`src/rtl/ddr_cmd_arb.sv`:
```
// Round-robin arbiter sharing the DDR controller command port; each grant is held until cmd_done.
// Optional watchdog enabled by defining DDR_ARB_TIMEOUT_EN (otherwise tmo_err is constant 0).
module ddr_cmd_arb #(
    parameter int NREQ   = 4,
    parameter int ADDR_W = 25,
    parameter int LEN_W  = 4,
    parameter int TMO_W  = 10
) (
    input  logic                     clk,
    input  logic                     rst,
    input  logic                     init_done,
    input  logic [NREQ-1:0]          req,
    input  logic [NREQ-1:0]          req_we,
    input  logic [NREQ*ADDR_W-1:0]   req_addr,
    input  logic [NREQ*LEN_W-1:0]    req_len,
    output logic [NREQ-1:0]          gnt,
    output logic                     cmd_valid,
    input  logic                     cmd_ready,
    output logic                     cmd_we,
    output logic [ADDR_W-1:0]        cmd_addr,
    output logic [LEN_W-1:0]         cmd_len,
    input  logic                     cmd_done,
    output logic                     busy,
    output logic                     tmo_err
);

    localparam int PTR_W = (NREQ > 2) ? 2 : 1;
    localparam logic [PTR_W-1:0] PTR_ONE = PTR_W'(1);

    typedef enum logic [1:0] {
        ST_INIT  = 2'd0,
        ST_ARB   = 2'd1,
        ST_ISSUE = 2'd2,
        ST_WAIT  = 2'd3
    } state_t;

    state_t              state_r, state_next;
    logic [PTR_W-1:0]    ptr_r, ptr_next;
    logic [PTR_W-1:0]    win_r, win_next;
    logic [NREQ-1:0]     gnt_r, gnt_next;
    logic                cmd_valid_r, cmd_valid_next;
    logic                cmd_we_r, cmd_we_next;
    logic [ADDR_W-1:0]   cmd_addr_r, cmd_addr_next;
    logic [LEN_W-1:0]    cmd_len_r, cmd_len_next;
    logic                busy_r, busy_next;
    logic                tmo_err_r, tmo_err_next;
    logic                found_s;
    logic [PTR_W-1:0]    pick_s;
    logic [PTR_W-1:0]    idx_s;
    int                  sum_s;

`ifdef DDR_ARB_TIMEOUT_EN
    localparam logic [TMO_W-1:0] TMO_ONE = TMO_W'(1);
    logic [TMO_W-1:0]    tmo_cnt_r, tmo_cnt_next;
`endif

    // Successor of a requester index, wrapping at NREQ.
    function automatic logic [PTR_W-1:0] wrap_inc(input logic [PTR_W-1:0] idx);
        if (int'(idx) == NREQ - 1) begin
            return {PTR_W{1'b0}};
        end else begin
            return idx + PTR_ONE;
        end
    endfunction

    // Round-robin search: first active request at or after ptr.
    always_comb begin
        found_s = 1'b0;
        pick_s  = {PTR_W{1'b0}};
        idx_s   = {PTR_W{1'b0}};
        sum_s   = 0;
        for (int k = 0; k < NREQ; k++) begin
            sum_s = int'(ptr_r) + k;
            if (sum_s >= NREQ) begin
                sum_s = sum_s - NREQ;
            end else begin
                sum_s = sum_s;
            end
            idx_s = PTR_W'(sum_s);
            if (!found_s && req[idx_s]) begin
                found_s = 1'b1;
                pick_s  = idx_s;
            end else begin
                found_s = found_s;
            end
        end
    end

    // Next-state and next-output logic of the arbitration FSM.
    always_comb begin
        state_next     = state_r;
        ptr_next       = ptr_r;
        win_next       = win_r;
        gnt_next       = gnt_r;
        cmd_valid_next = cmd_valid_r;
        cmd_we_next    = cmd_we_r;
        cmd_addr_next  = cmd_addr_r;
        cmd_len_next   = cmd_len_r;
        tmo_err_next   = tmo_err_r;
        case (state_r)
            ST_INIT: begin
                if (init_done) begin
                    state_next = ST_ARB;
                end else begin
                    state_next = ST_INIT;
                end
            end
            ST_ARB: begin
                if (found_s) begin
                    win_next           = pick_s;
                    gnt_next           = {NREQ{1'b0}};
                    gnt_next[pick_s]   = 1'b1;
                    cmd_valid_next     = 1'b1;
                    cmd_we_next        = req_we[pick_s];
                    cmd_addr_next      = req_addr[int'(pick_s)*ADDR_W +: ADDR_W];
                    cmd_len_next       = req_len[int'(pick_s)*LEN_W +: LEN_W];
                    state_next         = ST_ISSUE;
                end else begin
                    state_next = ST_ARB;
                end
            end
            ST_ISSUE: begin
                if (cmd_ready) begin
                    cmd_valid_next = 1'b0;
                    state_next     = ST_WAIT;
                end else begin
                    state_next = ST_ISSUE;
                end
            end
            ST_WAIT: begin
                if (cmd_done) begin
                    gnt_next   = {NREQ{1'b0}};
                    ptr_next   = wrap_inc(win_r);
                    state_next = ST_ARB;
                end else begin
                    state_next = ST_WAIT;
                end
            end
            default: begin
                state_next     = ST_INIT;
                gnt_next       = {NREQ{1'b0}};
                cmd_valid_next = 1'b0;
            end
        endcase

`ifdef DDR_ARB_TIMEOUT_EN
        // Watchdog overrides normal progress once the counter saturates.
        tmo_cnt_next = tmo_cnt_r;
        if (state_r == ST_ARB) begin
            tmo_cnt_next = {TMO_W{1'b0}};
        end else if ((state_r == ST_ISSUE) || (state_r == ST_WAIT)) begin
            if (&tmo_cnt_r) begin
                tmo_err_next   = 1'b1;
                gnt_next       = {NREQ{1'b0}};
                cmd_valid_next = 1'b0;
                ptr_next       = wrap_inc(win_r);
                state_next     = ST_ARB;
            end else begin
                tmo_cnt_next = tmo_cnt_r + TMO_ONE;
            end
        end else begin
            tmo_cnt_next = tmo_cnt_r;
        end
`else
        tmo_err_next = 1'b0;
`endif

        busy_next = (state_next != ST_ARB);
    end

    // State and output registers with synchronous reset.
    always_ff @(posedge clk) begin
        if (rst) begin
            state_r     <= ST_INIT;
            ptr_r       <= {PTR_W{1'b0}};
            win_r       <= {PTR_W{1'b0}};
            gnt_r       <= {NREQ{1'b0}};
            cmd_valid_r <= 1'b0;
            cmd_we_r    <= 1'b0;
            cmd_addr_r  <= {ADDR_W{1'b0}};
            cmd_len_r   <= {LEN_W{1'b0}};
            busy_r      <= 1'b1;
            tmo_err_r   <= 1'b0;
        end else begin
            state_r     <= state_next;
            ptr_r       <= ptr_next;
            win_r       <= win_next;
            gnt_r       <= gnt_next;
            cmd_valid_r <= cmd_valid_next;
            cmd_we_r    <= cmd_we_next;
            cmd_addr_r  <= cmd_addr_next;
            cmd_len_r   <= cmd_len_next;
            busy_r      <= busy_next;
            tmo_err_r   <= tmo_err_next;
        end
    end

`ifdef DDR_ARB_TIMEOUT_EN
    // Watchdog counter register.
    always_ff @(posedge clk) begin
        if (rst) begin
            tmo_cnt_r <= {TMO_W{1'b0}};
        end else begin
            tmo_cnt_r <= tmo_cnt_next;
        end
    end
`endif

    assign gnt       = gnt_r;
    assign cmd_valid = cmd_valid_r;
    assign cmd_we    = cmd_we_r;
    assign cmd_addr  = cmd_addr_r;
    assign cmd_len   = cmd_len_r;
    assign busy      = busy_r;
    assign tmo_err   = tmo_err_r;

endmodule

```
`config.mk`:
```
export PLATFORM = sky130hd
export DESIGN_NAME = ddr_cmd_arb
export DESIGN_NICKNAME = d
export VERILOG_FILES = /design/src/rtl/ddr_cmd_arb.sv
export SDC_FILE = /design/constraint.sdc
export NUM_CORES = 1
export LEC_CHECK = 0
export ABC_AREA = 1
export ABC_CLOCK_PERIOD_IN_PS = 2400
export BUFFER_PORTS_ARGS = -buffer_cell sky130_fd_sc_hd__buf_4
export CAP_MARGIN = 40
export CORE_MARGIN = 2
export CORE_UTILIZATION = 45
export CTS_CLUSTER_DIAMETER = 30
export DETAILED_ROUTE_END_ITERATION = 8
export GPL_TIMING_DRIVEN = 0
export PLACE_DENSITY = 0.8
export SYNTH_ARGS = -nofsm -noshare
export SYNTH_HDL_FRONTEND = slang
export SYNTH_SLANG_ARGS = --single-unit
```
`constraint.sdc`:
```
create_clock -name clk -period 2.4 [get_ports clk]
set_input_delay 0.24 -clock clk [delete_from_list [all_inputs] [get_ports clk]]
set_output_delay 0.24 -clock clk [all_outputs]
set_load 0.01 [all_outputs]
```
* Word-level counts from Yosys, hierarchy flattened
Index checks and enable logic that the tools add are counted.
Word-level totals: register bits after elaboration 42, input port bits 129, output and inout bits 37, word-level logic and storage cells 88
Cells by class: $add $sub $neg 8, multipliers 1, $lt $le $gt $ge 10, equality and inequality tests 8, shifts and indexed selects 2, multiplexer cells 36, reductions and logical operators 14
Operators with widths (number):
- $shiftx 100x8->25 | 1
- $mux 2 | 11
- $shiftx 16x5->4 | 1
- $lt 2x3->1 const B | 5
- $mux 1 | 14
- $bmux 1 s2 | 5
- $ge 3x3->1 const B | 3
- $mux 4 | 2
- $pmux 2 s4 | 1
- $pmux 4 s2 | 1
- $sub 2x1->2 const B | 4
- $mul 2x5->7 const B | 1
- $add 2x2->3 const B | 2
- $ne 2x2->1 const B | 3
- $reduce_and 3->1 | 2
- $eq 2x1->1 const B | 2
- $eq 2x2->1 const B | 2
- $logic_and 1x1->1 | 4
- $reduce_and 2->1 | 2
- $reduce_bool 2->1 | 2
- $add 2x1->3 const B | 1
- $ge 2x3->1 const B | 1
- $logic_not 1->1 | 3
- $add 2x1->2 const B | 1
- other kinds (5) | 5

* Logic depth before layout (Yosys ltp)
Gate-level depths: netlist of the first run.
word-level depth 20, gate-level depth with buffers 17

* Worst setup path after synthesis of the first run
No wires, ideal clock.
path type reg2reg, from register ptr_r[0], to register busy_r, in the netlist busy, arrival 1653 ps, path slack 632 ps, cell stages (with the launch flop) 14, clock period less this slack 1768 ps, path through dfxtp_1 buf_4 inv_4 nand2_1 nand3_1 nand2_1 nor2_4 nand3_4 nand2_2 inv_2 buf_6 buf_2 nor2_1 nand2_1
Between the ends: word-level cells in the longest chain between the ends 17, elaborated cells on any way between the ends 36, classes of those cells add/sub: 7; order compare: 4; eq/ne: 1; mux: 18; reduce/logical: 6
RTL lines:
- start: declaration | line 38 | logic [PTR_W-1:0] ptr_r, ptr_next;
- start signal: assignment | line 175 | ptr_r <= {PTR_W{1'b0}};
- start signal: assignment | line 186 | ptr_r <= ptr_next;
- parallel branches: the longest is 13 deep, another holds $add 2x1->3
- $mux 1 (*) | line 80 | if (!found_s && req[idx_s]) begin
- $mux 2 (*) | line 109 | if (found_s) begin
- $pmux 2 s4 (*) | line 100 | case (state_r)
- $ne 2x1->1 (*) | line 168 | busy_next = (state_next != ST_ARB);
- end signal: assignment | line 193 | busy_r <= busy_next;
- end: declaration | line 45 | logic busy_r, busy_next;
Every way passes the cells marked *. The select of a mux whose other input is x is not followed. A chain may end at the register's enable or synchronous reset.

* Final worst setup path of the first run
from register ptr_r[0], to register cmd_addr_r[16], in the netlist cmd_addr[16]
Between the ends: word-level cells in the longest chain between the ends 16, elaborated cells on any way between the ends 40, classes of those cells add/sub: 7; mul: 1; order compare: 4; shift: 1; mux: 20; reduce/logical: 7
RTL lines:
- parallel branches: the longest is 16 deep, another holds $add 2x1->3
- end signal: assignment | line 180 | cmd_addr_r <= {ADDR_W{1'b0}};
- end signal: assignment | line 191 | cmd_addr_r <= cmd_addr_next;
- end: declaration | line 43 | logic [ADDR_W-1:0] cmd_addr_r, cmd_addr_next;
Several ways; the timed one is not identified. The select of a mux whose other input is x is not followed.

==> impl_metrics.toml, run 1 <==
[place]
place_congestion = 0.947
dp_hpwl_um = 8940
port_buffers = 163

[global_route]
track_usage_pct = 29.6
grt_pass1_wl_um = 18100
grt_pass1_vias = 3906
grt_overflow = 0
antenna_found_initial = 0
grt_max_degree = 15

[worst_setup_path]
worst-path-max-fanout = 10
crit_required_ns = 2.66
critPathLaunchType = "register"
cp_common_cell = "nand2_1"
worst-path-buf-inv = 5
critPathLaunch = "ptr_r[0]$_SDFFE_PP0P_"
path_delay_family = "simple AND/OR/NAND/NOR gates"
r2r-start = "ptr_r[0]$_SDFFE_PP0P_"
cp_cell_sequence = "buf_4 > inv_4 > nand2_1 > nand3_1 > nand2_1 > inv_1 > nand3_2 > buf_1 > nand4_1 > nand2_1 > nand2_1 > nand3_1 > nand2_1 > inv_1"
path_class = "register to register"
max_stage_delay_ns = 0.42
slowest_stage = "buf_1"
end_kind = "register"
arrival_ns = 2.39

[cts]
cts.repair.resized = 0
cts_hold_buf = 0
clkTransAtPathRegs_ns = 0.09
cts_max_level = 2
cts_tree = "yes"
cts_num_sinks = 42
clk_path_buf_depth = 2
root_buffer = "clkbuf_8"
insertion_delay_ns = 0.31
numCtsBuffers = 5
cts_setup_buffers = 0

[finish]
antennaDiodeCount = 0
nFillCells = 652
nNetsFinal = 879
utilization_pct = 68.1
final_common_cell = "nand2_1"
seq_area_sq_um = 841
mostFrequentLayoutCells = "nand2_1 (255), buf_4 (167), nor2_1 (64)"
syn_to_final_growth_pct = 45.6
drive_gt1_share_pct = 28.0
multi_input_area_sq_um = 1970

[floorplan]
core_area_sq_um = 6830
io_pins = 166
initial_core_util_pct = 46.8
die_area_sq_um = 7790
row_count = 30
die_w_um = 88.3
die_h_um = 88.3

[logic_synthesis]
yosysTopAreaCellShare_pct = 30.0
yosys_register_bits = 42
synthDistinctLibCells = 23
yosys_warnings = 0
syn_area_sq_um = 3200
synth_area_leaders = "nand2_1 (30%), dfxtp_1 (26%), nand4_1 (12%)"
synth_top_area_cell = "nand2_1"
synthCells = 579
synth_seq_area_share_pct = 26.3
synth.avg_cell_area_sq_um = 5.52
syn_nets = 709

[timing]
worst_pin_slew_ns = 0.629
fmax_ghz = 0.467
fin_hold_ws_ns = 0.289
hold_violations = 0
setup_tns_ns = 0
setup_viol = 0
period_share_pct = 89.1
maxSlewHeadroom_pct = 58.1
period_needed_ns = 2.14
rsz0062_at_grt = "no"
slew_viol_final = 0
skew_ns = 0.0103

[hold_path]
min-delay-start = "cmd_ready"
min_path_type = "primary input to register"

[routing]
dr.pass1.iters = 8
ant_nets = 0
post-route-drc-count = 0
routed_wl_um = 11800
drtIter0Drc = 259
routedWlPerCell_um = 13.9
num_vias = 4338
viasPerCell = 5.13

[power]
vdd_drop_max_uv = 334
p_leak_nw = 2.67
pwr_density_cell_nw_per_um2 = 570

[run]
cap_violations = 0

[run_status]
status = "finished, final reports clean"
-- state kept, by name, indices dropped and copies added, names as in the netlist --
signal     flops
gnt            4
cmd_we         1
state_r        2
cmd_valid      1
busy           1
cmd_addr      25
ptr_r          2
cmd_len        4
win_r          2
-- path summary, 6_finish.rpt --
kind | end | slack, ns | cells after the start
min | state_r[0]$_SDFF_PP0_ | 0.29 | 5
min reg2reg | gnt[1]$_SDFFE_PP0P_ | 0.48 | 2
max reg2reg | cmd_addr[16]$_SDFFE_PP0P_ | 0.26 | 14
max | cmd_addr[16]$_SDFFE_PP0P_ | 0.26 | 14
-- worst min-delay path, cell delays in order --
cell	delay (ns)
buf_4	0.08
nand2_1	0.05
o21ai_1	0.07
nand2_1	0.06
inv_1	0.06
-- cells in the mapped netlist --
library cell  count
buf_6             1
nor2_1           64
dfxtp_1          42
inv_4             1
inv_2             4
nand3_2           1
inv_1            41
buf_1             7
buf_2            22
nand3_1          41
nand4_1          61
a21oi_1          11
buf_4             4
nor2_4            1
conb_1            1
ha_1              1
o21ai_0           4
nand2_2           3
o21ai_1           2
nand3b_1          1
nand2_1         255
nand3_4           2
clkbuf_1          9
-- report_power, final --
group / total [mW] / internal (mW) / leakage, nW / switching, mW
combinational: 1.20 / 0.520 / 2.27 / 0.685
sequential: 0.859 / 0.798 / 0.345 / 0.0611
clock: 0.590 / 0.310 / 0.0504 / 0.280
total: 2.65 / 1.63 / 2.67 / 1.03
-- cell type report --
type,instances,area share (%)
flip-flops and latches,42,18.1
clock inverters,3,0.968
well taps,96,2.58
multi-input cells,448,42.3
plain buffers,43,4.54
inverters,46,3.76
repair buffers,163,26.3
clock buffers,5,1.48
-- metal layers --
layer | wire length (um) | part of all wire, % | global-route usage [%] | up-vias
li1 | - | - | - | 2181
met1 | 4820 | 41 | 37.6 | 1898
met2 | 5600 | 48 | 50.8 | 237
met3 | 1150 | 9.8 | 5.88 | 22
met4 | 197 | 1.7 | 8.68 | 0
met5 | 0 | 0 | 0 | -
-- cells by family after synthesis --
group                      after synthesis  share of synthesized area (%)
AOI/OAI and AO/OA                       17                           2.66
adders and majority gates                1                          0.391
DFF                                     42                           26.3
other                                    1                          0.117
and+or+nand+nor                        429                           58.4
buffers and inverters                   89                           12.1
-- metrics by stage --
stage	setup slack, ns	instances	cell area, sq um	total power [mW]
after floorplan	0.632	579	3200	1.57
after global placement	0.306	838	4540	2.04
after detailed placement	0.296	838	4540	2.06
after CTS	0.281	846	4650	2.65
after global routing	0.0426	846	4650	2.85
final	0.261	846	4650	2.65
No activity file was read; power rests on OpenSTA's default activity.
==> inputs of run 2 (changes only) <==
--- a/config.mk
+++ b/config.mk
@@ -12,3 +12,3 @@
 export CORE_MARGIN = 2
-export CORE_UTILIZATION = 45
+export CORE_UTILIZATION = 40
 export CTS_CLUSTER_DIAMETER = 30
@@ -16,3 +16,3 @@
 export GPL_TIMING_DRIVEN = 0
-export PLACE_DENSITY = 0.8
+export PLACE_DENSITY = 0.72
 export SYNTH_ARGS = -nofsm -noshare
--- a/constraint.sdc
+++ b/constraint.sdc
@@ -3,2 +3,2 @@
 set_output_delay 0.24 -clock clk [all_outputs]
-set_load 0.01 [all_outputs]
+set_load 0.1 [all_outputs]
==> impl_metrics.toml, run 2 (synthesized netlist as in run 1, its figures left out) <==
[place]
dp_cells = 844
place_congestion = 0.930
dp_hpwl_um = 8960
port_buffers = 163

[floorplan]
initial_core_util_pct = 41.4
core_area_sq_um = 7730
die_w_um = 93.4
row_count = 32
die_area_sq_um = 8720
die_h_um = 93.4
io_pins = 166

[finish]
nFillCells = 796
nNetsFinal = 879
antennaDiodeCount = 0
drive_gt1_share_pct = 28.0
mostFrequentLayoutCells = "nand2_1 (255), buf_4 (167), nor2_1 (64)"
instances_no_fill = 852
largest_reg_flops = 25
syn_to_final_growth_pct = 45.8
final_common_cell = "nand2_1"

[cts]
cts_hold_buf = 0
numCtsBuffers = 5
cts_max_level = 2
root_buffer = "clkbuf_8"
cts_setup_buffers = 0
clkTransAtPathRegs_ns = 0.09
cts_tree = "yes"
insertion_delay_ns = 0.30
clk_path_buf_depth = 2
cts.repair.resized = 0
cts_num_sinks = 42

[routing]
routed_wl_um = 11800
routedWlPerCell_um = 13.8
dr.pass1.iters = 4
post-route-drc-count = 0
drtIter0Drc = 170
num_vias = 4315
viasPerCell = 5.06
ant_nets = 0

[global_route]
grt_util_met2_pct = 46.4
grt_pass1_vias = 3900
grt_max_degree = 15
grt_overflow = 0
track_usage_pct = 26.2
antenna_found_initial = 0
gr-usage-met1_pct = 32.6
grt-busiest-layer = "met2"
grt_use_met3_pct = 5.32
grt_pass1_wl_um = 18400

[run_status]
status = "finished, final reports clean"

[timing]
period_needed_ns = 2.14
setup_tns_ns = 0
skew_ns = 0.00913
worst_pin_slew_ns = 0.611
period_share_pct = 89.1
setup_viol = 0
slew_viol_final = 0
rsz0062_at_grt = "no"
fmax_ghz = 0.468
maxSlewHeadroom_pct = 59.3
hold_violations = 0

[worst_setup_path]
critPathLaunchType = "register"
arrival_ns = 2.35
r2r-start = "ptr_r[0]$_SDFFE_PP0P_"
path_class = "register to register"
regToRegEndpoint = "cmd_addr[4]$_SDFFE_PP0P_"
rr_worst_depth = 14
worst-path-max-fanout = 10
end_kind = "register"
crit_required_ns = 2.61
rrSetupSlack_ns = 0.26

[hold_path]
min_path_type = "primary input to register"
min-delay-start = "cmd_ready"
min_path_cells = 5
holdPathEnd = "state_r[0]$_SDFF_PP0_"

[power]
p_leak_nw = 2.67
vdd_drop_max_uv = 341
pwr_density_cell_nw_per_um2 = 700

[run]
cap_violations = 0
-- run 2: cell counts in the layout (fill, tap and decap cells not counted) --
No cell type changed its count.
-- run 2: layer usage --
metal | wire length, um | share of wire [%]
met1 | 4820 | 41
met2 | 5700 | 48
met3 | 1110 | 9.4
met4 | 129 | 1.1
met5 | 0 | 0
-- run 2: area by class of cell --
type                            count  area [sq um]  share of cell area, %
Timing Repair Buffer              163          1220                   26.3
Clock buffer                        5          68.8                   1.48
Clock inverter                      3          45.0                  0.966
Sequential cell                    42           841                   18.0
Multi-Input combinational cell    448          1970                   42.2
Tap cell                          102           128                   2.74
Inverter                           46           175                   3.76
Buffer                             43           211                   4.54
-- run 2: worst max path at each step --
stage	cells after the start	from	slack (ns)	end
detailed placement	14	ptr_r[0]$_SDFFE_PP0P_	0.30	cmd_addr[23]$_SDFFE_PP0P_
finish	14	ptr_r[0]$_SDFFE_PP0P_	0.26	cmd_addr[4]$_SDFFE_PP0P_
CTS	14	ptr_r[0]$_SDFFE_PP0P_	0.26	cmd_addr[4]$_SDFFE_PP0P_
floorplan	13	ptr_r[0]$_SDFFE_PP0P_	0.63	busy$_SDFF_PP1_
global route	14	ptr_r[0]$_SDFFE_PP0P_	0.02	cmd_addr[4]$_SDFFE_PP0P_
global placement	14	ptr_r[0]$_SDFFE_PP0P_	0.34	cmd_addr[5]$_SDFFE_PP0P_
-- run 2: power by group --
| part | leakage, nW | switching, mW | internal, mW |
|---|---|---|---|
| clock | 0.0504 | 0.280 | 0.310 |
| sequential | 0.345 | 0.0594 | 0.798 |
| combinational | 2.27 | 1.29 | 0.525 |
| total | 2.67 | 1.63 | 1.63 |
-- run 2: through the flow --
step	area [sq um]	util, %	setup WS, ns	power (mW)	hold slack [ns]
6_report	4660	60.3	0.262	3.26	0.291
5_1_grt	4660	60.3	0.0230	3.45	0.306
4_1_cts	4660	60.3	0.263	3.27	0.278
3_5_place_dp	4550	58.8	0.302	2.68	0.462
3_3_place_gp	4550	58.8	0.342	2.66	0.458
2_1_floorplan	3200	-	0.632	2.18	0.462
-- run 2: worst max-delay path: stages (launching register included) --
cell	delay [ns]
dfxtp_1	0.31
buf_4	0.17
inv_4	0.11
nand2_1	0.06
nand2_1	0.11
nand2_1	0.06
nand2_1	0.11
nor2_4	0.06
nand3_4	0.12
nand2_2	0.11
inv_2	0.13
clkbuf_1	0.39
nand3_1	0.18
nand2_1	0.09
inv_1	0.03
==> inputs of run 3 (changes only) <==
--- a/config.mk
+++ b/config.mk
@@ -7,3 +7,2 @@
 export LEC_CHECK = 0
-export ABC_AREA = 1
 export ABC_CLOCK_PERIOD_IN_PS = 2400
@@ -16,3 +15,3 @@
 export GPL_TIMING_DRIVEN = 0
-export PLACE_DENSITY = 0.72
+export PLACE_DENSITY = 0.77
 export SYNTH_ARGS = -nofsm -noshare
==> constraint.sdc (replaced) <==
create_clock -name clk -period 2.4 [get_ports clk]
set_input_delay 0.12 -clock clk [delete_from_list [all_inputs] [get_ports clk]]
set_output_delay 0.12 -clock clk [all_outputs]
set_load 0.1 [all_outputs]
==> impl_metrics.toml, run 3 <==
[logic_synthesis]
syn_nets = 416
synthFlopType = "dfxtp_1"
yosys_register_bits = 42
synthCells = 286
synth.avg_cell_area_sq_um = 8.61
synth_edf_count = 0
syn_area_sq_um = 2460
yosysTopAreaCellShare_pct = 34.1
synthDistinctLibCells = 36
ys_top_cells_by_count = "dfxtp_1 (42), nor2_1 (39), nand2_1 (31)"
yosys_warnings = 0
synth_seq_area_share_pct = 34.1
synth_top_area_cell = "dfxtp_1"
synth.most_common_cell = "dfxtp_1"
synthArstFlopShare_pct = 0
synth_area_leaders = "dfxtp_1 (34%), a221oi_1 (11%), mux2_1 (10%)"

[cts]
cts_hold_buf = 0
cts_tree = "yes"
numCtsBuffers = 5
cts_setup_buffers = 0
clkTransAtPathRegs_ns = 0.08
root_buffer = "clkbuf_8"
cts.repair.resized = 0
cts_max_level = 2
clk_path_buf_depth = 2
cts_num_sinks = 42
insertion_delay_ns = 0.29

[timing]
skew_ns = 0.00597
worst_slack_ns = 0.407
setup_tns_ns = 0
fmax_ghz = 0.502
hold_violations = 0
setup_viol = 0
worst_pin_slew_ns = 0.912
rsz0062_at_grt = "no"
period_needed_ns = 1.99
maxSlewHeadroom_pct = 38.8
period_share_pct = 83.1
slew_viol_final = 0

[run]
cap_violations = 0

[routing]
dr.pass1.iters = 4
num_vias = 2855
post-route-drc-count = 0
routedWlPerCell_um = 16.5
drtIter0Drc = 101
viasPerCell = 5.40
ant_nets = 0
routed_wl_um = 8710

[global_route]
grt_pass1_vias = 2671
grt_overflow = 0
grt_max_degree = 14
track_usage_pct = 24.8
antenna_found_initial = 0
grt_pass1_wl_um = 12800

[floorplan]
io_pins = 166
initial_core_util_pct = 41.6
die_h_um = 82.5
row_count = 28
core_area_sq_um = 5920
die_area_sq_um = 6800
die_w_um = 82.5

[worst_setup_path]
crit_required_ns = 2.59
path_class = "register to register"
end_kind = "register"
worst-path-max-fanout = 10
slowest_stage = "dfxtp_1"
critPathLaunchType = "register"
arrival_ns = 2.19
cp_cell_sequence = "nand3b_1 > o2111ai_1 > o31ai_1 > clkbuf_1 > a221oi_1 > a211oi_1"
max_stage_delay_ns = 0.50

[finish]
antennaDiodeCount = 0
largest_reg_flops = 25
nNetsFinal = 583
final_common_cell = "buf_4"
instances_no_fill = 529
utilization_pct = 65.9
drive_gt1_share_pct = 41.6
mostFrequentLayoutCells = "buf_4 (164), dfxtp_1 (42), nor2_1 (39)"
nFillCells = 513
syn_to_final_growth_pct = 58.4

[hold_path]
min_path_type = "primary input to register"

[power]
vdd_drop_max_uv = 358
pwr_density_cell_nw_per_um2 = 714
p_leak_nw = 1.73

[place]
port_buffers = 160
dp_cells = 521
post-place-ws_ns = 0.433
dp_hpwl_um = 6570
place_congestion = 0.703

[run_status]
status = "finished, final reports clean"
run 3: stage by stage:
step | total power, mW | area [sq um] | hold WS, ns
after floorplan | 1.73 | 2460 | 0.339
after global placement | 2.10 | 3760 | 0.442
after detailed placement | 2.11 | 3760 | 0.445
after CTS | 2.80 | 3900 | 0.137
after global routing | 2.91 | 3900 | 0.154
final | 2.79 | 3900 | 0.142
run 3: cell families (layout without fill, tap and decap cells):
group           after synthesis  count (layout)  share of synthesized area, %
simple gates                 91              91                          15.9
compound gates               87              87                          28.3
mux                          32              32                          14.1
flops                        42              42                          34.1
buf+inv                      32             200                          6.81
other cells                   1               1                         0.152
fa+ha+maj                     1               1                         0.508
run 3: where the power goes:
group          internal [mW]  leakage, nW  switching [mW]
Combinational          0.388         1.32           0.877
Clock                  0.444       0.0714           0.247
Sequential             0.782        0.344          0.0470
run 3: final timing paths:
| check | from | end | slack [ns] | cells past startpoint |
|---|---|---|---|---|
| hold reg to reg | cmd_valid$_SDFFE_PP0P_ | cmd_valid$_SDFFE_PP0P_ | 0.47 | 2 |
| setup reg to reg | ptr_r[0]$_SDFFE_PP0P_ | cmd_addr[14]$_SDFFE_PP0P_ | 0.41 | 6 |
| hold / removal | cmd_ready | cmd_valid$_SDFFE_PP0P_ | 0.14 | 4 |
| setup / recovery | ptr_r[0]$_SDFFE_PP0P_ | cmd_addr[14]$_SDFFE_PP0P_ | 0.41 | 6 |
run 3: final cells by class:
class | count | area [sq um] | share of cell area, %
plain buffers | 29 | 156 | 4.01
inverters | 3 | 11.3 | 0.289
clock buffers | 6 | 82.6 | 2.12
clock inverters | 2 | 60.1 | 1.54
multi-input cells | 212 | 1460 | 37.3
repair buffers | 160 | 1200 | 30.8
well taps | 75 | 93.8 | 2.41
flip-flops and latches | 42 | 841 | 21.6
run 3: routing by layer:
metal | global-route usage, % | vias to the layer above | wire, um
met3 | 5.87 | 10 | 881
li1 | - | 1396 | -
met1 | 29.7 | 1300 | 3520
met5 | 0 | - | 0
met2 | 44.8 | 149 | 4210
met4 | 5.50 | 0 | 100
run 3: critical path, delay by kind of cell (launching register included):
family,cells,cell delay (ns)
buffers and inverters,1,0.49
AND/OR/NAND/NOR,1,0.16
AO/OA/AOI/OAI,4,0.75
flip-flops,1,0.50
